[src/rtl/mul_div_unit.sv]
// rtl/mul_div_unit.sv - multi-cycle signed/unsigned multiply/divide engine with HI/LO result and reuse cache
module mul_div_unit #(
  parameter int WIDTH    = 32,
  parameter bit REUSE_EN = 1'b1
) (
  input  logic             clk,
  input  logic             rst_n,
  input  logic             start,
  input  logic [1:0]       op,
  input  logic [WIDTH-1:0] a,
  input  logic [WIDTH-1:0] b,
  input  logic             flush,
  output logic             busy,
  output logic             done,
  output logic [WIDTH-1:0] hi,
  output logic [WIDTH-1:0] lo,
  output logic             div_by_zero
);

  localparam int CW = (WIDTH > 1) ? $clog2(WIDTH) : 1;
  localparam logic [CW-1:0] LAST_CNT = CW'(WIDTH - 1);
  localparam logic [WIDTH-1:0] ALL_ONES = {WIDTH{1'b1}};
  localparam logic [WIDTH-1:0] MIN_NEG  = {1'b1, {(WIDTH-1){1'b0}}};

  typedef enum logic [1:0] {S_IDLE, S_CALC, S_FIX} state_t;
  // How FIX produces its result: from the iterated datapath or a shortcut.
  typedef enum logic [1:0] {K_NORM, K_DZ, K_OVF, K_REUSE} kind_t;

  state_t state, state_next;

  // Latched request
  logic [1:0]       op_q;
  logic [WIDTH-1:0] a_q, b_q, mag_b_q;
  logic             s_a, s_b;
  kind_t            kind_q;
  logic [CW-1:0]    cnt;

  // Shared iteration registers: product {acc_hi,acc_lo} or {remainder, quotient}
  logic [WIDTH-1:0] acc_hi, acc_lo;

  // One-entry cache of the last completed request
  logic             c_valid;
  logic [1:0]       c_op;
  logic [WIDTH-1:0] c_a, c_b;

  // Request decode (valid in IDLE, uses the live inputs)
  logic             in_signed, a_neg, b_neg;
  logic [WIDTH-1:0] mag_a, mag_b;
  logic             req_dz, req_ovf, req_hit, fast_path, accept;
  kind_t            req_kind;

  // Iteration datapath
  logic [WIDTH:0]   mul_add;
  logic [WIDTH:0]   div_shift;
  logic             div_ge;
  logic [WIDTH-1:0] div_sub;
  logic [WIDTH-1:0] next_hi, next_lo;

  // Final sign correction
  logic [2*WIDTH-1:0] prod_res;
  logic [WIDTH-1:0]   quo_res, rem_res;

  // Decode the incoming request into magnitudes, signs and fast-path kind
  always_comb begin
    in_signed = ~op[0];
    a_neg     = in_signed & a[WIDTH-1];
    b_neg     = in_signed & b[WIDTH-1];
    mag_a     = a_neg ? -a : a;
    mag_b     = b_neg ? -b : b;
    req_dz    = op[1] && (b == '0);
    req_ovf   = (op == 2'b10) && (a == MIN_NEG) && (b == ALL_ONES);
    req_hit   = REUSE_EN && c_valid && (op == c_op) && (a == c_a) && (b == c_b);
    fast_path = req_dz | req_ovf | req_hit;
    accept    = (state == S_IDLE) && start && !flush;
    req_kind  = K_NORM;
    if (req_dz) begin
      req_kind = K_DZ;
    end else if (req_ovf) begin
      req_kind = K_OVF;
    end else if (req_hit) begin
      req_kind = K_REUSE;
    end
  end

  // One radix-2 step: shift-add for multiply, restoring subtract for divide
  always_comb begin
    mul_add   = {1'b0, acc_hi} + (acc_lo[0] ? {1'b0, mag_b_q} : '0);
    div_shift = {acc_hi, acc_lo[WIDTH-1]};
    div_ge    = div_shift >= {1'b0, mag_b_q};
    div_sub   = div_shift[WIDTH-1:0] - mag_b_q;
    if (op_q[1]) begin
      next_hi = div_ge ? div_sub : div_shift[WIDTH-1:0];
      next_lo = {acc_lo[WIDTH-2:0], div_ge};
    end else begin
      next_hi = mul_add[WIDTH:1];
      next_lo = {mul_add[0], acc_lo[WIDTH-1:1]};
    end
  end

  // Sign correction of the magnitude result
  always_comb begin
    prod_res = (s_a ^ s_b) ? -{acc_hi, acc_lo} : {acc_hi, acc_lo};
    quo_res  = (s_a ^ s_b) ? -acc_lo : acc_lo;
    rem_res  = s_a ? -acc_hi : acc_hi;
  end

  // State register
  always_ff @(posedge clk or negedge rst_n) begin
    if (!rst_n) begin
      state <= S_IDLE;
    end else begin
      state <= state_next;
    end
  end

  // Next-state and busy; flush always returns to IDLE
  always_comb begin
    state_next = state;
    busy       = 1'b0;
    case (state)
      S_IDLE: begin
        if (accept) begin
          state_next = fast_path ? S_FIX : S_CALC;
        end
      end
      S_CALC: begin
        busy = 1'b1;
        if (cnt == LAST_CNT) begin
          state_next = S_FIX;
        end
      end
      S_FIX: begin
        busy       = 1'b1;
        state_next = S_IDLE;
      end
      default: state_next = S_IDLE;
    endcase
    if (flush) begin
      state_next = S_IDLE;
    end
  end

  // Operand latch, iteration, result write-back and cache update
  always_ff @(posedge clk or negedge rst_n) begin
    if (!rst_n) begin
      op_q        <= '0;
      a_q         <= '0;
      b_q         <= '0;
      mag_b_q     <= '0;
      s_a         <= 1'b0;
      s_b         <= 1'b0;
      kind_q      <= K_NORM;
      cnt         <= '0;
      acc_hi      <= '0;
      acc_lo      <= '0;
      done        <= 1'b0;
      hi          <= '0;
      lo          <= '0;
      div_by_zero <= 1'b0;
      c_valid     <= 1'b0;
      c_op        <= '0;
      c_a         <= '0;
      c_b         <= '0;
    end else begin
      done <= 1'b0;
      if (accept) begin
        op_q    <= op;
        a_q     <= a;
        b_q     <= b;
        mag_b_q <= mag_b;
        s_a     <= a_neg;
        s_b     <= b_neg;
        kind_q  <= req_kind;
        cnt     <= '0;
        acc_hi  <= '0;
        acc_lo  <= mag_a;
      end
      if (state == S_CALC && !flush) begin
        acc_hi <= next_hi;
        acc_lo <= next_lo;
        cnt    <= cnt + 1'b1;
      end
      if (state == S_FIX && !flush) begin
        done    <= 1'b1;
        c_valid <= 1'b1;
        c_op    <= op_q;
        c_a     <= a_q;
        c_b     <= b_q;
        case (kind_q)
          K_DZ: begin
            hi          <= a_q;
            lo          <= ALL_ONES;
            div_by_zero <= 1'b1;
          end
          K_OVF: begin
            hi          <= '0;
            lo          <= MIN_NEG;
            div_by_zero <= 1'b0;
          end
          K_REUSE: begin
            // hi/lo/div_by_zero already hold this exact request's result
          end
          default: begin
            div_by_zero <= 1'b0;
            if (op_q[1]) begin
              hi <= rem_res;
              lo <= quo_res;
            end else begin
              {hi, lo} <= prod_res;
            end
          end
        endcase
      end
      if (flush) begin
        c_valid <= 1'b0;
      end
    end
  end

endmodule
[config.mk]
export PLATFORM = sky130hd
export DESIGN_NAME = mul_div_unit
export DESIGN_NICKNAME = d
export VERILOG_FILES = /design/src/rtl/mul_div_unit.sv
export SDC_FILE = /design/constraint.sdc
export NUM_CORES = 1
export LEC_CHECK = 0
export ABC_AREA = 0
export ABC_CLOCK_PERIOD_IN_PS = 4600
export BUFFER_PORTS_ARGS = -buffer_cell sky130_fd_sc_hd__buf_2
export CAP_MARGIN = 15
export CORE_ASPECT_RATIO = 0.7
export CORE_MARGIN = 2
export CORE_UTILIZATION = 62
export CTS_CLUSTER_DIAMETER = 200
export DETAILED_ROUTE_END_ITERATION = 12
export PLACE_DENSITY = 0.85
export SLEW_MARGIN = 15
export SYNTH_ARGS = -nofsm -noshare
export SYNTH_HDL_FRONTEND = slang
export SYNTH_SLANG_ARGS = --single-unit
[constraint.sdc]
create_clock -name clk -period 4.6 [get_ports clk]
set_input_delay 0 -clock clk [delete_from_list [all_inputs] [get_ports clk]]
set_output_delay 0 -clock clk [all_outputs]
set_load 0.01 [all_outputs]
==> flow_metrics.tcl, run 1 <==
set metrics [dict create \
    dp.cells 2838 \
    synthAdderAreaFrac 0.04840 \
    vias 20140 \
    yosysWarnings 0 \
    gp_congestion 1.023 \
    end_kind "flip-flop" \
    netlist-cell-type-count 85 \
    ys_ff_latch 305 \
    cts_tree "done" \
    antenna_found_initial 2 \
    drc 0 \
    cp.arrival_ns 4.44 \
    max_freq_ghz 0.2542 \
    hold_slack_ns 0.2517 \
    synth_area_leaders "dfrtp_1 37%, nand2_1 6.1%, xor2_1 4.8%" \
    yosysSeqAreaShare 0.3728 \
    ioPinCount 137 \
    syn_area_per_cell_um2 8.523 \
    hp-class "primary input to flip-flop" \
    finalMaxSlewViolations 0 \
    synth-simple-area-share 0.1772 \
    synth_compound_area_frac 0.2110 \
    cts_root_buffer "clkbuf_16" \
    drive_above_1_share 0.1211 \
    start_util 0.6316 \
    drtAntennaViolNets 0 \
    skew_ns 0.02056 \
    hold_violations 0 \
    yosys-top-cells-count "330 x nand2_1, 305 x dfrtp_1, 185 x nor2_1" \
    grt_setup_unrepaired "false" \
    grt_pass1_wl_um 115400 \
    slowest_delay_ns 0.50 \
    tightest_slew_ns 1.041 \
    finalSetupTns_ns 0 \
    clkTransAtPathRegs_ns 0.07 \
    crit_end "acc_hi[28]" \
    syn_area_um2 20470 \
    dp_hpwl_um 53980 \
    postCtsHoldBufs 72 \
    placementRows 55 \
    postRouteWirelength_um 76180 \
    clock_path_buffers 3 \
    path_buf_inv 2 \
    finalPower_mw 18.08 \
    synth_top_family_by_area "compound AO/OA/AOI/OAI gates" \
    post-cts-setup-buffer-count 0 \
    synth-xor-area-share 0.08984 \
    fin_crit_ns 3.934 \
    startpoint_type "flip-flop" \
    grtUsageTotal 0.4351 \
    path_cells "inv_1, buf_4, nor2_1, ha_1, nand2_1, or3_1, o22ai_1, a31oi_1, o21ai_0, a31oi_1, mux2i_1, a221oi_1" \
    async_flop_share 1.000 \
    dieHeight_um 156.0 \
    relSlewSlack 0.3057 \
    synth_nets 2550 \
    clock-sinks 305 \
    path_max_fanout 20 \
    grt_max_degree 160 \
    drt-vias-per-instance 6.794 \
    core-area_um2 32410 \
    clock_latency_ns 0.61 \
    ir_drop_mv 0.4482 \
    regToRegStartpoint "acc_lo[0]" \
    cap_violations 0 \
    worstReg2RegEnd "acc_hi[28]" \
    p_leak_nw 10.63 \
    overflow 0 \
    cp-startpoint "acc_lo[0]" \
    numCtsBuffers 29 \
    first_iter_violations 3144 \
    fin_nets 2662 \
    htree_num_levels 1 \
    status "complete, no violations" \
    path_class "flip-flop to flip-flop" \
    grt_pass1_vias 18570 \
    final.period_utilization 0.8553 \
    powerDensity_nw_per_um2 783.9 \
    wl_per_cell_um 25.69 \
    critPathTopFamily "compound AO/OA/AOI/OAI gates" \
    synth_ff_type "dfrtp_1" \
    path_depth 12 \
    die_width_um 221.2 \
    synth_top_cell_by_area "dfrtp_1" \
    dr.pass1.iters 6 \
    syn-instance-count 2402 \
    numPortBuffers 136 \
    reg2reg_depth 12 \
    synth_top_area_frac 0.3728 \
    worst_path_most_repeated_cell "a31oi_1" \
    timing.final.setup_violations 0 \
    yosysMostFrequentCell "nand2_1" \
    fillers 2392 \
    finalNonFillerCells 2965 \
    synth_edf_count 0 \
    cts_resized 0 \
    synthMuxAreaShare 0.05103 \
    syn_to_final_growth_pct 12.69 \
    cpMaxStageDelayCell "dfrtp_1" \
    cp.required_ns 5.11 \
    reg2reg_slack_ns 0.67 \
    dieArea_um2 34510 \
]
-- how the worst min path moves through the flow --
stage | cells after the start | slack (ns) | endpoint | from
4_1_cts | 4 | 0.24 | a_q[9] | a[9]
6_report | 4 | 0.25 | b_q[4] | b[4]
2_1_floorplan | 0 | -0.30 | a_q[0] | rst_n
3_3_place_gp | 1 | 0.02 | acc_hi[27] | rst_n
3_5_place_dp | 1 | 0.02 | acc_hi[27] | rst_n
5_1_grt | 4 | 0.26 | a_q[4] | a[4]
-- sequential cells by signal (all words and copies together), names as in the netlist --
signal / cells
cnt: 5
lo: 32
kind_q: 2
hi: 32
acc_hi: 32
acc_lo: 32
div_by_zero: 1
c_valid: 1
s_b: 1
done: 1
c_op: 2
op_q: 2
c_a: 32
c_b: 32
s_a: 1
state: 2
a_q: 32
b_q: 32
mag_b_q: 31
-- power breakdown --
group          leakage (nW)  switching, mW  internal (mW)
Clock                 0.482           1.14           1.44
Sequential             3.82           1.59           3.91
Combinational          6.33           6.25           3.77
Total                  10.6           8.97           9.11
-- area by class of cell --
type / count / area [µm²] / share of cell area
multi-input combinational: 1845 / 11870 / 0.5143
sequential: 305 / 7634 / 0.3309
timing repair buffer: 244 / 1707 / 0.07397
clock buffer: 42 / 834.6 / 0.03617
tap: 427 / 534.3 / 0.02316
inverter: 89 / 334.1 / 0.01448
clock inverter: 11 / 157.7 / 0.006833
antenna: 2 / 5.005 / 0.0002169
-- layout by cell type, fill, tap and decap left out, types with 14 or more instances in the layout --
cell type,Yosys,final
nand3_1,39,39
dlygate4sd3_1,0,72
a21oi_1,167,167
nand2_1,330,330
o211ai_1,18,18
o31ai_1,25,25
o22ai_1,15,15
nand4_1,27,27
clkbuf_16,0,29
a221oi_1,20,20
buf_2,3,135
a211oi_1,73,73
a31oi_1,21,21
or3_1,22,22
nor4_1,22,22
dfrtp_1,305,304
a21o_1,57,57
xor2_1,112,112
ha_1,76,76
nor3_1,41,41
inv_1,87,87
xnor2_1,98,97
buf_4,4,34
and3_1,30,30
nand2b_1,23,22
mux2i_1,38,38
a22oi_1,14,14
mux2_2,59,59
o21ai_0,169,169
nor2_1,185,183
o41ai_1,15,15
-- cells by family (layout without fill, tap and decap cells) --
family	after synthesis	count (layout)
XOR/XNOR	210	210
buffers and inverters	252	386
flip-flops	305	305
adder cells (fa/ha/maj)	78	78
AND/OR/NAND/NOR	785	785
other	0	2
AO/OA/AOI/OAI	675	675
multiplexers	97	97
-- worst register-to-register path: cells and delay by family, from the launching register on --
family,cells,cell delay (ns)
AOI/OAI and AO/OA,5,1.34
adders and majority gates,1,0.46
buffers and inverters,2,0.76
DFF,1,0.50
muxes,1,0.15
and+or+nand+nor,3,0.63
-- through the flow --
step / instance area, µm² / utilization / setup WS (ns)
6_report: 23070 / 0.7118 / 0.6658
5_1_grt: 23070 / 0.7116 / 0.3733
2_1_floorplan: 20470 / - / 1.273
4_1_cts: 23070 / 0.7116 / 0.7188
3_3_place_gp: 21350 / 0.6588 / 0.8489
3_5_place_dp: 21350 / 0.6588 / 0.7357
-- routing by layer --
layer | track usage | share of wire | routed length (µm) | vias to the layer above
li1 | - | - | - | 8771
met1 | 0.6445 | 0.42 | 31810 | 9672
met2 | 0.5878 | 0.39 | 29600 | 1501
met3 | 0.1780 | 0.17 | 12670 | 200
met4 | 0.09779 | 0.028 | 2096 | 0
met5 | 0 | 0 | 0 | -
No activity file was read; power rests on OpenSTA's default activity.
==> inputs of run 2 (changes only) <==
--- a/config.mk
+++ b/config.mk
@@ -9,12 +9,13 @@
 export ABC_CLOCK_PERIOD_IN_PS = 4600
 export BUFFER_PORTS_ARGS = -buffer_cell sky130_fd_sc_hd__buf_2
 export CAP_MARGIN = 15
-export CORE_ASPECT_RATIO = 0.7
+export CORE_ASPECT_RATIO = 1.4
 export CORE_MARGIN = 2
 export CORE_UTILIZATION = 62
 export CTS_CLUSTER_DIAMETER = 200
 export DETAILED_ROUTE_END_ITERATION = 12
 export PLACE_DENSITY = 0.85
+export RECOVER_POWER = 50
 export SLEW_MARGIN = 15
 export SYNTH_ARGS = -nofsm -noshare
 export SYNTH_HDL_FRONTEND = slang
==> run 2 against run 1 <==
Effect of this change:
- the flow now finishes with violations (capacitance limit, slew limit)
- clock power is 5% higher
- first-iteration DRC count down 23%
- via count decreased by 0.64%
- flip-flop and latch count did not move
- die area is essentially flat
- sequential power shrank 4.9%
- setup slack lost 0.0068 ns
- largest power group unchanged
- final cell count rose by 0.57%
- critical path type unchanged
- count of clock-buffer cells in the layout is 4 lower
- total power down 1.3%
- non-clock buffer count rose by 4
- highest routed layer unchanged
- sequential share of layout area about the same
==> flow_metrics.tcl, run 2 (synthesis gave the netlist of run 1 again) <==
set metrics [dict create \
    timing.final.setup_violations 0 \
    max_freq_ghz 0.2537 \
    cap_violations 1 \
    ioPinCount 137 \
    fin_crit_ns 3.941 \
    syn_to_final_growth_pct 12.81 \
    dp_hpwl_um 50670 \
    finalPower_mw 17.85 \
    cts_resized 0 \
    setup_ws_ns 0.6590 \
    ir_drop_mv 0.4908 \
    placementRows 78 \
    cp.required_ns 5.08 \
    relSlewSlack -1.177 \
    drc 0 \
    pre_cts_ws_ns 0.8005 \
    path_max_fanout 16 \
    start_util 0.6299 \
    post-cts-setup-buffer-count 0 \
    grt_setup_unrepaired "false" \
    layout_common_cells "330 x nand2_1, 304 x dfrtp_1, 183 x nor2_1, 169 x o21ai_0, 167 x a21oi_1" \
    hp-class "primary input to flip-flop" \
    clock_latency_ns 0.60 \
    dieArea_um2 34510 \
    critPathTopFamily "compound AO/OA/AOI/OAI gates" \
    cp.arrival_ns 4.42 \
    final_util 0.7106 \
    slowest_delay_ns 0.66 \
    cpMaxStageDelayCell "o21ai_0" \
    fin_nets 2667 \
    failed_checks "capacitance limit, slew limit" \
    overflow 0 \
    powerDensity_nw_per_um2 772.8 \
    clock_path_buffers 3 \
    final.period_utilization 0.8567 \
    hold_violations 0 \
    grt_max_degree 214 \
    worst_path_most_repeated_cell "o21ai_0" \
    finalSetupTns_ns 0 \
    clock-sinks 305 \
    antenna_found_initial 0 \
    cts_root_buffer "clkbuf_16" \
    die_width_um 157.6 \
    dieHeight_um 219.0 \
    path_class "flip-flop to flip-flop" \
    vias 20020 \
    postCtsHoldBufs 71 \
    postRouteWirelength_um 72190 \
    gp_congestion 1.010 \
    finalMaxSlewViolations 129 \
    tightest_slew_ns 3.265 \
    clkTransAtPathRegs_ns 0.07 \
    end_kind "flip-flop" \
    p_leak_nw 10.47 \
    core-area_um2 32500 \
    path_buf_inv 2 \
    drive_above_1_share 0.09839 \
    dr.pass1.iters 6 \
    numCtsBuffers 30 \
    grt_pass1_wl_um 110200 \
    numPortBuffers 136 \
    path_cells "inv_1, buf_4, nor2_1, ha_1, nand2b_1, a21oi_1, o21ai_0, o21ai_0, a31o_2, a41oi_1, o21ai_0, a31oi_1, o31ai_1" \
    cts_tree "done" \
    status "finished, violations left" \
    htree_num_levels 1 \
    drtAntennaViolNets 0 \
    first_iter_violations 2425 \
    reg2reg_slack_ns 0.66 \
    wl_per_cell_um 24.21 \
    startpoint_type "flip-flop" \
    final_common_cell "nand2_1" \
    hold_slack_ns 0.2510 \
    drt-vias-per-instance 6.712 \
    grtUsageTotal 0.4169 \
    grt_pass1_vias 19190 \
    skew_ns 0.02802 \
]
## run 2: final timing paths
check,startpoint,to,cells past startpoint
max,acc_lo[0],acc_hi[31],13
min reg2reg,lo[10],lo[10],1
min in group asynchronous,rst_n,c_b[12],2
min,a[28],a_q[28],4
max reg2reg,acc_lo[0],acc_hi[31],13
max in group asynchronous,rst_n,acc_hi[26],3
## run 2: layer usage
| layer | part of all wire | GRT usage | vias up |
|---|---|---|---|
| met5 | 0 | 0 | - |
| met1 | 0.37 | 0.5424 | 9457 |
| met4 | 0.073 | 0.2427 | 0 |
| met2 | 0.45 | 0.6565 | 1441 |
| met3 | 0.11 | 0.06912 | 346 |
| li1 | - | - | 8771 |
## run 2: cell type report
cell class	count	area, µm²
Multi-Input combinational cell	1845	11870
Clock buffer	38	840.8
Antenna cell	1	2.502
Timing Repair Buffer	248	1634
Inverter	89	334.1
Fill cell	2432	9404
Clock inverter	16	234.0
Sequential cell	305	7634
Tap cell	440	550.5
## run 2: report_power, final
part           internal (mW)  switching [mW]  total (mW)
sequential              3.91            1.32        5.23
combinational           3.72            6.18        9.90
clock                   1.58            1.14        2.71
## run 2: tightest hold or removal path: cells and delay by family
kind	cells	cell delay (ns)
buffers and inverters	2	0.70
and+or+nand+nor	2	0.11
## run 2: stage by stage
step / cells / instance area [µm²]
3_5_place_dp: 2856 / 21410
3_3_place_gp: 2856 / 21410
4_1_cts: 2981 / 23190
5_1_grt: 2981 / 23090
2_1_floorplan: 2402 / 20470
6_report: 2982 / 23090
